`src/rtl/uart_pkg.sv`:
```
// Shared definitions for the UART receive blocks: FSM states, parity modes, period floor.
package uart_pkg;

  typedef enum logic [2:0] {
    StIdle,
    StStart,
    StData,
    StParity,
    StStop,
    StWaitIdle
  } rx_state_e;

  localparam logic [1:0] PAR_NONE = 2'd0;
  localparam logic [1:0] PAR_EVEN = 2'd1;
  localparam logic [1:0] PAR_ODD  = 2'd2;

  localparam int unsigned MIN_PERIOD = 4;

  // Mode 3 is treated as no parity, same as PAR_NONE.
  function automatic logic parity_enabled(input logic [1:0] mode);
    return (mode == PAR_EVEN) || (mode == PAR_ODD);
  endfunction

endpackage

```
`src/rtl/uart_rx_sync.sv`:
```
// Two-flop synchroniser for an idle-high serial line plus a registered falling-edge detector.
module uart_rx_sync (
  input  logic clk_i,
  input  logic rst_i,
  input  logic rx_i,
  output logic synced_o,
  output logic start_o
);

  logic sync1_q, sync2_q, prev_q;

  always_ff @(posedge clk_i) begin
    if (rst_i) begin
      sync1_q <= 1'b1;
      sync2_q <= 1'b1;
      prev_q  <= 1'b1;
    end else begin
      sync1_q <= rx_i;
      sync2_q <= sync1_q;
      prev_q  <= sync2_q;
    end
  end

  assign synced_o = sync2_q;
  assign start_o  = ~sync2_q & prev_q;

endmodule

```
`src/rtl/uart_rx_framed.sv`:
```
// UART receiver with runtime bit period, optional parity, framing check and break recovery.
module uart_rx_framed
  import uart_pkg::*;
#(
  parameter int unsigned DATA_BITS = 8,
  parameter int unsigned PERIOD_W  = 20
) (
  input  logic                 i_Clk,
  input  logic                 i_Rst,
  input  logic [PERIOD_W-1:0]  i_Period,
  input  logic [1:0]           i_Parity_Mode,
  input  logic                 i_UART_RX,
  output logic [DATA_BITS-1:0] o_Data,
  output logic                 o_Valid,
  output logic                 o_Parity_Err,
  output logic                 o_Frame_Err,
  output logic                 o_Busy
);

  localparam int unsigned IdxW = $clog2(DATA_BITS + 1);

  logic synced, start_pulse;

  uart_rx_sync u_sync (
    .clk_i    (i_Clk),
    .rst_i    (i_Rst),
    .rx_i     (i_UART_RX),
    .synced_o (synced),
    .start_o  (start_pulse)
  );

  rx_state_e              state_q, state_d;
  logic [PERIOD_W-1:0]    cnt_q, cnt_d;
  logic [PERIOD_W-1:0]    period_q, period_d;
  logic [PERIOD_W-1:0]    half_q, half_d;
  logic [1:0]             mode_q, mode_d;
  logic [IdxW-1:0]        idx_q, idx_d;
  logic [DATA_BITS-1:0]   shift_q, shift_d;
  logic                   par_run_q, par_run_d;
  logic [DATA_BITS-1:0]   data_q, data_d;
  logic                   valid_q, valid_d;
  logic                   perr_q, perr_d;
  logic                   ferr_q, ferr_d;

  always_ff @(posedge i_Clk) begin
    if (i_Rst) begin
      state_q   <= StIdle;
      cnt_q     <= '0;
      period_q  <= '0;
      half_q    <= '0;
      mode_q    <= PAR_NONE;
      idx_q     <= '0;
      shift_q   <= '0;
      par_run_q <= 1'b0;
      data_q    <= '0;
      valid_q   <= 1'b0;
      perr_q    <= 1'b0;
      ferr_q    <= 1'b0;
    end else begin
      state_q   <= state_d;
      cnt_q     <= cnt_d;
      period_q  <= period_d;
      half_q    <= half_d;
      mode_q    <= mode_d;
      idx_q     <= idx_d;
      shift_q   <= shift_d;
      par_run_q <= par_run_d;
      data_q    <= data_d;
      valid_q   <= valid_d;
      perr_q    <= perr_d;
      ferr_q    <= ferr_d;
    end
  end

  always_comb begin
    state_d   = state_q;
    cnt_d     = cnt_q;
    period_d  = period_q;
    half_d    = half_q;
    mode_d    = mode_q;
    idx_d     = idx_q;
    shift_d   = shift_q;
    par_run_d = par_run_q;
    data_d    = data_q;
    valid_d   = 1'b0;
    perr_d    = perr_q;
    ferr_d    = ferr_q;

    unique case (state_q)
      StIdle: begin
        if (start_pulse) begin
          period_d  = i_Period;
          half_d    = i_Period >> 1;
          mode_d    = i_Parity_Mode;
          shift_d   = '0;
          idx_d     = '0;
          par_run_d = 1'b0;
          if (i_Period >= PERIOD_W'(MIN_PERIOD)) begin
            state_d = StStart;
            cnt_d   = PERIOD_W'(1);
          end
        end
      end
      StStart: begin
        if (cnt_q == half_q) begin
          cnt_d   = PERIOD_W'(1);
          // A high line at mid-start means the falling edge was a glitch.
          state_d = synced ? StIdle : StData;
        end else begin
          cnt_d = cnt_q + PERIOD_W'(1);
        end
      end
      StData: begin
        if (cnt_q == period_q) begin
          // LSB arrives first, so shifting right leaves it at bit 0 after the last bit.
          shift_d = {synced, shift_q[DATA_BITS-1:1]};
          cnt_d   = PERIOD_W'(1);
          idx_d   = idx_q + IdxW'(1);
          if (idx_q == IdxW'(DATA_BITS - 1)) begin
            state_d = parity_enabled(mode_q) ? StParity : StStop;
          end
        end else begin
          cnt_d = cnt_q + PERIOD_W'(1);
        end
      end
      StParity: begin
        if (cnt_q == period_q) begin
          par_run_d = ((^shift_q) ^ synced) != (mode_q == PAR_ODD);
          cnt_d     = PERIOD_W'(1);
          state_d   = StStop;
        end else begin
          cnt_d = cnt_q + PERIOD_W'(1);
        end
      end
      StStop: begin
        if (cnt_q == period_q) begin
          data_d  = shift_q;
          ferr_d  = ~synced;
          perr_d  = parity_enabled(mode_q) ? par_run_q : 1'b0;
          valid_d = 1'b1;
          cnt_d   = PERIOD_W'(1);
          state_d = synced ? StIdle : StWaitIdle;
        end else begin
          cnt_d = cnt_q + PERIOD_W'(1);
        end
      end
      StWaitIdle: begin
        if (synced) state_d = StIdle;
      end
      default: state_d = StIdle;
    endcase
  end

  assign o_Data       = data_q;
  assign o_Valid      = valid_q;
  assign o_Parity_Err = perr_q;
  assign o_Frame_Err  = ferr_q;
  assign o_Busy       = (state_q != StIdle);

endmodule
```
`config.mk`:
```
export PLATFORM = sky130hd
export DESIGN_NAME = uart_rx_framed
export DESIGN_NICKNAME = d
export VERILOG_FILES = /design/src/rtl/uart_pkg.sv /design/src/rtl/uart_rx_sync.sv /design/src/rtl/uart_rx_framed.sv
export SDC_FILE = /design/constraint.sdc
export NUM_CORES = 1
export LEC_CHECK = 0
export CAP_MARGIN = 20
export CORE_ASPECT_RATIO = 0.7
export CORE_MARGIN = 2
export CORE_UTILIZATION = 60
export DETAILED_ROUTE_END_ITERATION = 10
export PLACE_DENSITY = 0.84
export SYNTH_ARGS = -nofsm -noshare
export SYNTH_HDL_FRONTEND = slang
export SYNTH_SLANG_ARGS = --single-unit
```
`constraint.sdc`:
```
create_clock -name i_Clk -period 3.1 [get_ports i_Clk]
set_clock_uncertainty 0.1 [all_clocks]
set_input_delay 0.62 -clock i_Clk [delete_from_list [all_inputs] [get_ports i_Clk]]
set_output_delay 0.62 -clock i_Clk [all_outputs]
set_load 0.02 [all_outputs]
```
==> results of run 1 <==
[state kept, by name, indices dropped and copies added, names as in the netlist]
name             cells
par_run_q            1
shift_q              8
o_Parity_Err         1
o_Frame_Err          1
o_Data               8
o_Valid              1
cnt_q               20
period_q            20
u_sync.synced_o      1
mode_q               2
state_q              3
u_sync.prev_q        1
u_sync.sync1_q       1
idx_q                4
[worst reg2reg max path: cells and delay by family, from the launching register on]
| kind | cells | cell delay, ns |
|---|---|---|
| AO/OA/AOI/OAI | 3 | 1.00 |
| XOR/XNOR | 1 | 0.12 |
| flip-flops | 1 | 0.50 |
| AND/OR/NAND/NOR | 3 | 0.74 |
[placed cells by master, fill, tap and decap left out, types with 2 or more instances in the layout]
master and instances:
and3_1 6, nand2b_1 2, xor2_1 32, a21oi_1 42
ha_1 3, o21ai_0 5, mux2i_1 11, nor2_1 40
clkinv_4 2, nand4_1 9, clkdlybuf4s50_1 35, nor3_1 6
inv_1 4, or3_1 3, nor4_2 2, dfxtp_1 72
xnor2_1 31, buf_4 7, nand2_1 79, nand3_1 6
clkinvlp_4 2, or4_1 4, or2_2 2, clkbuf_8 9
nand3b_1 12, clkinv_2 2, nor4_1 15, o211ai_1 2
[power by group through the flow]
stage / Clock [mW] / Combinational [mW] / Sequential (mW)
floorplan: 0 / 0.102 / 0.971
global placement: 0 / 0.153 / 0.979
detailed placement: 0 / 0.156 / 0.980
CTS: 0.755 / 0.158 / 0.958
global route: 0.789 / 0.174 / 0.961
finish: 0.741 / 0.158 / 0.959
[worst min-delay path by stage]
stage,from,to,depth (start not counted)
floorplan,u_sync.sync1_q,u_sync.synced_o,1
finish,u_sync.sync1_q,u_sync.synced_o,1
CTS,u_sync.sync1_q,u_sync.synced_o,1
detailed placement,u_sync.sync1_q,u_sync.synced_o,1
global placement,u_sync.sync1_q,u_sync.synced_o,1
global route,u_sync.sync1_q,u_sync.synced_o,1
[kinds of logic after synthesis]
kind of cell / count (synthesis) / share of synthesized area [%]
AO/OA/AOI/OAI: 55 / 8.27
buffers and inverters: 32 / 4.36
XOR/XNOR: 64 / 15.8
flip-flops: 72 / 40.2
AND/OR/NAND/NOR: 196 / 26.9
adder cells (fa/ha/maj): 3 / 1.05
multiplexers: 12 / 3.39
[area by class of cell]
class | count | area share, %
Inverter | 4 | 0.362
Clock buffer | 9 | 2.99
Sequential cell | 72 | 34.8
Timing Repair Buffer | 43 | 9.83
Tap cell | 75 | 2.26
Clock inverter | 7 | 1.75
Multi-Input combinational cell | 330 | 48.1
[through the flow]
stage	hold slack, ns	worst slack [ns]	utilization [%]	area (um^2)
after floorplan	0.289	0.798	-	3580
after global placement	0.293	0.295	68.7	3950
after detailed placement	0.299	0.211	68.7	3950
after CTS	0.318	0.507	72.1	4150
after global routing	0.323	0.318	72.1	4150
final	0.314	0.494	72.1	4150
[metal layers]
metal / up-vias / GRT usage (%) / part of all wire, %
met5: - / 0 / 0
met3: 8 / 6.30 / 7.2
li1: 1520 / - / -
met4: 0 / 7.75 / 0.82
met2: 129 / 38.3 / 43
met1: 1487 / 38.9 / 49
==> results.toml, run 1 <==
[outcome]
outcome = "finished clean"

[cells_and_area]
nNetsFinal = 488
final_cells = 540
syn_to_final_growth_pct = 15.7
drive_gt1_share_pct = 7.53
multi_input_area_um2 = 1990
insertedDiodeCount = 0
seqCellArea_um2 = 1440
fillers = 476

[floorplanning]
die_area_um2 = 6620
rows = 23
io_pins = 37
die_x_um = 96.4
core-area_um2 = 5760
start_util_pct = 62.3
fp.dieH_um = 68.7

[pwr]
power-per-cell-area_nw_per_um2 = 448
irDropWorstVdd_mv = 0.329
combPwrFrac_pct = 8.5
p_leak_nw = 1.63
power_switching_mw = 0.477
power_frac_seq_pct = 51.6
power_mw = 1.86
internal-power_mw = 1.38
power_frac_clock_pct = 39.9
switching_share_pct = 25.7

[route]
vias_per_cell = 5.82
wire_per_inst_um = 15.3
ant_nets = 0
vias = 3144
wl_um = 8290
dr.pass1.iters = 5
drc = 0
first_iter_violations = 193

[grt]
grt_usage_pct = 26.4
grt_pass1_wl_um = 13100
overflow = 0
grt_max_degree = 47
grt_antenna_before_repair = 0
grt_pass1_vias = 2638

[sta]
fin_crit_sh_pct = 84.1
final.min_clock_period_ns = 2.61
fin_tns_setup_ns = 0
rsz0062_at_grt = "no"
finalHoldViolCount = 0
max_slew.worst_pin.slew_ns = 0.712
max_freq_mhz = 384
setup_violations = 0
drv_slew = 0
maxSlewHeadroom_pct = 52.5

[synth]
synth_commonest_cells = "79 x nand2_1, 72 x dfxtp_1, 42 x a21oi_1, 40 x nor2_1, 32 x xor2_1"
synth_most_common_cell = "nand2_1"
synth.ff_latch_count = 72
synth.avg_cell_area_um2 = 8.26
synth.yosys.seq_area_share_pct = 40.2
yosys.area.top_type_share_pct = 40.2
synth_ff_type = "dfxtp_1"
syn_area_um2 = 3580
synth_cell_type_count = 43
yosys-top-cells-area = "dfxtp_1 40%, nand2_1 8.3%, xor2_1 7.8%, xnor2_1 7.6%, a21oi_1 5.9%"
syn_inst = 434
synth_nets = 462
yosys.area.top_type = "dfxtp_1"
yosysWarnings = 0
synth_edf_count = 0
synthArstFlopShare_pct = 0

[worst_setup_path]
reg2reg_from = "cnt_q[8]"
ff2ff_path_depth = 7
critPathTopFamily = "compound AO/OA/AOI/OAI gates"
critPathCaptureType = "flop"
crit_chain = "xor2_1 > nor4_1 > nand3_1 > o2bb2ai_1 > o21ai_1 > o21ai_2 > nor2_1"
endpoint = "cnt_q[12]"
crit_arrival_ns = 2.71
cp_slowest_cell = "o21ai_2"
max_stage_delay_ns = 0.64
crit_fanout = 17
worst-path-stages = 7
timing.rr.end = "cnt_q[12]"
crit_start = "cnt_q[8]"
setup.worst_path.start_class = "flop"
required_ns = 3.21
r2r_slack_ns = 0.49
path_buf_inv = 0
worstSetupPathType = "flop to flop"

[clock_network]
cts_made_buffers = 9
cts.reportedPaths.clkPinSlew_ns = 0.08
clk_latency_ns = 0.35
cts_root_buf = "clkbuf_8"
postCtsHoldBufs = 0
cts.sinks = 72
cts-resized-gates = 0
cts_setup_buffers = 0
clockBufferDepth = 2
cts_tree = "yes"
cts_max_level = 3

[worst_hold_path]
hp-class = "flop to flop"

[place]
portBuffers = 36
post-dp-hpwl_um = 5990
globalplace.congestion = 0.935
dp.cells = 524

[job]
maxCapViolCount = 0
Power figures use the tool's default switching activity.
==> inputs of run 2 (changes only) <==
- CORE_UTILIZATION: 60 -> 57
- PLACE_DENSITY: 0.84 -> 0.8
- clock period: 3.1 -> 2.54 ns (I/O delays scaled with it)
==> run 2 against run 1 <==
Against the previous run:
- wire length is 7.6% higher
- critical endpoint is now state_q[0]
- largest cell class unchanged
- first-iteration DRC count is 7.8% higher
- fmax is 5.7% higher
- die area is 5.0% higher
- combinational power is 48% higher
- design area is 6.5% higher
==> results.toml, run 2 (same netlist as run 1, synthesis figures left out) <==
[outcome]
outcome = "finished clean"

[floorplanning]
rows = 24
die_x_um = 98.8
fp.dieH_um = 70.4
start_util_pct = 58.2
core-area_um2 = 6160
io_pins = 37
die_area_um2 = 6950

[grt]
overflow = 0
grt_max_degree = 39
grt_pass1_wl_um = 14800
grt_usage_pct = 27.2
grt_antenna_before_repair = 0
grt_pass1_vias = 3007

[cells_and_area]
layout_common_cells = "79 x nand2_1, 72 x dfxtp_1, 42 x a21oi_1, 40 x nor2_1, 35 x clkdlybuf4s50_1"
drive_gt1_share_pct = 13.0
fillers = 480
final_common_cell = "nand2_1"
reg_top3 = "cnt_q: 20 flops, period_q: 20 flops"
syn_to_final_growth_pct = 23.2
finish.utilization_pct = 71.8
nNetsFinal = 516
insertedDiodeCount = 0

[pwr]
p_leak_nw = 1.80
power_frac_seq_pct = 47.6
power_frac_clock_pct = 42.8
switching_share_pct = 25.6
power_switching_mw = 0.628
combPwrFrac_pct = 9.6
internal-power_mw = 1.82
power-per-cell-area_nw_per_um2 = 554
irDropWorstVdd_mv = 0.311

[route]
ant_nets = 0
drc = 0
first_iter_violations = 208
wire_per_inst_um = 15.6
wl_um = 8920
vias_per_cell = 5.62
vias = 3207
dr.pass1.iters = 5

[worst_setup_path]
reg2reg_from = "cnt_q[13]"
critPathCaptureType = "flop"
crit_arrival_ns = 2.65
setup.worst_path.start_class = "flop"
crit_start = "cnt_q[13]"
ff2ff_path_depth = 8
worstSetupPathType = "flop to flop"
required_ns = 2.73
crit_fanout = 6

[sta]
final.min_clock_period_ns = 2.47
finalHoldViolCount = 0
setup_violations = 0
fin_ws_ns = 0.0740
max_slew.worst_pin.slew_ns = 0.502
max_freq_mhz = 406
drv_slew = 0
fin_crit_sh_pct = 97.1
rsz0062_at_grt = "yes"
maxSlewHeadroom_pct = 66.4

[place]
pre_cts_ws_ns = -0.276
globalplace.congestion = 0.960
post-dp-hpwl_um = 6540
portBuffers = 36

[worst_hold_path]
hp-class = "flop to flop"
whs_path_depth = 1
min_from = "u_sync.sync1_q"

[clock_network]
cts.reportedPaths.clkPinSlew_ns = 0.08
cts-resized-gates = 1
cts_tree = "yes"
cts.sinks = 72
cts_setup_buffers = 0
cts_made_buffers = 9
cts_max_level = 3
cts_root_buf = "clkbuf_8"
clk_latency_ns = 0.36
clockBufferDepth = 2
postCtsHoldBufs = 0

[job]
maxCapViolCount = 0
[run 2: path summary, 6_finish.rpt]
path	to	slack, ns
worst min-delay path	u_sync.synced_o	0.32
worst min register to register	u_sync.synced_o	0.32
worst max register to register	state_q[0]	0.07
worst max-delay path	state_q[0]	0.07
[run 2: worst max-delay path: stages (launching register included)]
cell,delay (ns)
dfxtp_1,0.46
xor2_1,0.10
nor4_1,0.36
nand2_1,0.11
nor4_1,0.24
buf_4,0.18
o21ai_1,0.17
or4_1,0.55
a21oi_1,0.13
[run 2: area by class of cell]
cell class | count | area, um^2 | share of cell area [%]
clock buffers | 9 | 124 | 2.80
clock inverters | 7 | 103 | 2.32
inverters | 4 | 15.0 | 0.340
multi-input cells | 330 | 2010 | 45.4
flip-flops and latches | 72 | 1440 | 32.6
well taps | 78 | 97.6 | 2.21
repair buffers | 71 | 631 | 14.3
[run 2: metrics by stage]
step / hold slack (ns) / cell area (um^2) / total power, mW / std cells / TNS [ns]
after detailed placement: 0.298 / 4180 / 1.42 / 555 / -4.44
after floorplan: 0.289 / 3580 / 1.31 / 434 / 0
final: 0.317 / 4420 / 2.45 / 571 / 0
after global placement: 0.292 / 4180 / 1.41 / 555 / -2.01
after global routing: 0.342 / 4420 / 2.52 / 571 / -0.0122
after CTS: 0.319 / 4410 / 2.44 / 571 / 0
[run 2: metal layers]
layer,up-vias,track usage [%],part of all wire (%)
li1,1574,-,-
met1,1508,40.8,49
met2,114,38.4,42
met3,11,7.01,7.9
met4,0,7.46,1.3
met5,-,0,0
[run 2: power groups by stage]
| stage | Clock [mW] | Combinational [mW] | Sequential, mW |
|---|---|---|---|
| finish | 1.05 | 0.234 | 1.17 |
| CTS | 1.05 | 0.230 | 1.17 |
| detailed placement | 0 | 0.227 | 1.19 |
| global placement | 0 | 0.222 | 1.19 |
| global route | 1.10 | 0.256 | 1.17 |
| floorplan | 0 | 0.125 | 1.19 |
==> inputs of run 3 (changes only) <==
- CORE_MARGIN: 2 -> 4
==> run 3 against run 2 <==
Against the previous run:
- non-clock buffer count is 9 lower
- first-iteration DRC count is 11% lower
- fmax is 1.8% higher
- sequential power hardly changed
- largest cell class unchanged
- largest power group unchanged
==> results.toml, run 3 (same netlist as run 1, synthesis figures left out) <==
[route]
vias = 3182
dr.pass1.iters = 5
wl_um = 8750
wire_per_inst_um = 15.7
ant_nets = 0
drc = 0
vias_per_cell = 5.69
first_iter_violations = 186

[floorplanning]
rows = 23
start_util_pct = 60.8
core-area_um2 = 5900
die_x_um = 103
die_area_um2 = 7640
fp.dieH_um = 74.4
io_pins = 37

[pwr]
internal-power_mw = 1.82
power_frac_seq_pct = 47.9
irDropWorstVdd_mv = 0.304
p_leak_nw = 1.75
combPwrFrac_pct = 9.5
power-per-cell-area_nw_per_um2 = 556
power_frac_clock_pct = 42.7
switching_share_pct = 25.4
power_switching_mw = 0.619

[worst_setup_path]
max_stage_delay_ns = 0.56
worstSetupPathType = "flop to output port"
setup.worst_path.start_class = "flop"
critPathCaptureType = "output port"
cp_slowest_cell = "clkdlybuf4s50_1"
crit_chain = "or3_4 > clkdlybuf4s50_1"
crit_arrival_ns = 1.81
required_ns = 1.93
crit_fanout = 12

[sta]
drv_slew = 0
finalHoldViolCount = 0
final.min_clock_period_ns = 2.42
max_freq_mhz = 413
maxSlewHeadroom_pct = 67.4
max_slew.worst_pin.slew_ns = 0.476
rsz0062_at_grt = "no"
fin_crit_sh_pct = 95.4
setup_violations = 0

[cells_and_area]
final_cells = 559
drive_gt1_share_pct = 12.6
layout_common_cells = "79 x nand2_1, 70 x dfxtp_1, 42 x a21oi_1, 40 x nor2_1, 36 x clkdlybuf4s50_1"
final_common_cell = "nand2_1"
fillers = 415
reg_top3 = "cnt_q: 20 flops, period_q: 20 flops"
insertedDiodeCount = 0
final_area_um2 = 4390
nNetsFinal = 507
finish.utilization_pct = 74.4
syn_to_final_growth_pct = 22.4

[clock_network]
cts_tree = "yes"
clockBufferDepth = 2
cts_max_level = 3
cts.reportedPaths.clkPinSlew_ns = 0.08
cts.sinks = 72
cts_root_buf = "clkbuf_8"
clk_latency_ns = 0.36
cts_made_buffers = 9

[place]
portBuffers = 36
dpl_cell_area_um2 = 4120
globalplace.congestion = 1.01
dp.cells = 543
post-dp-hpwl_um = 6460

[grt]
grt_pass1_wl_um = 14700
overflow = 0
grt_usage_pct = 25.2
grt_max_degree = 33
grt_antenna_before_repair = 0
grt_pass1_vias = 2973

[outcome]
outcome = "finished clean"

[worst_hold_path]
hp-class = "flop to flop"

[job]
maxCapViolCount = 0
-- run 3: what timing repair did --
action	CTS	global route
hold buffers	0	0
resized for setup	2	8
buffers inserted	0	0
cloned	0	0
pin swaps	0	1
setup endpoints to repair	17	22
-- run 3: area by class of cell --
class	count	area, um^2	share of cell area (%)
clock buffer	9	124	2.82
clock inverter	7	103	2.34
inverter	4	15.0	0.342
multi-input combinational	330	2030	46.2
sequential	72	1440	32.9
tap	75	93.8	2.14
timing repair buffer	62	581	13.2
-- run 3: path summary, 6_finish.rpt --
check,start,to,slack [ns],cells after the start
setup reg to reg,period_q[14],state_q[2],0.18,7
hold reg to reg,u_sync.sync1_q,u_sync.synced_o,0.33,1
setup / recovery,state_q[0],o_Busy,0.12,2
hold / removal,u_sync.sync1_q,u_sync.synced_o,0.33,1
-- run 3: power groups by stage --
stage / clock (mW) / sequential, mW / combinational, mW
2_1_floorplan: 0 / 1.19 / 0.125
3_3_place_gp: 0 / 1.19 / 0.213
3_5_place_dp: 0 / 1.19 / 0.218
4_1_cts: 1.05 / 1.17 / 0.223
5_1_grt: 1.10 / 1.17 / 0.252
6_report: 1.04 / 1.17 / 0.231
-- run 3: per-stage QoR --
step | setup TNS (ns) | total power, mW | setup WS [ns] | hold slack, ns
detailed placement | -2.81 | 1.41 | -0.210 | 0.304
floorplan | 0 | 1.31 | 0.350 | 0.289
CTS | 0 | 2.44 | 0.0310 | 0.335
finish | 0 | 2.44 | 0.117 | 0.330
global route | 0 | 2.52 | 0.0164 | 0.370
global placement | -2.16 | 1.41 | -0.165 | 0.300
-- run 3: routing by layer --
layer,up-vias,track usage (%),wire [um]
li1,1557,-,-
met1,1493,37.1,4180
met2,118,36.3,3780
met3,14,6.28,680
met4,0,7.90,116
met5,-,0,0
-- run 3: worst max-delay path, delay by kind of cell (launching register included) --
family	cells	cell delay (ns)
buf+inv	1	0.56
simple gates	1	0.48
flops	1	0.43
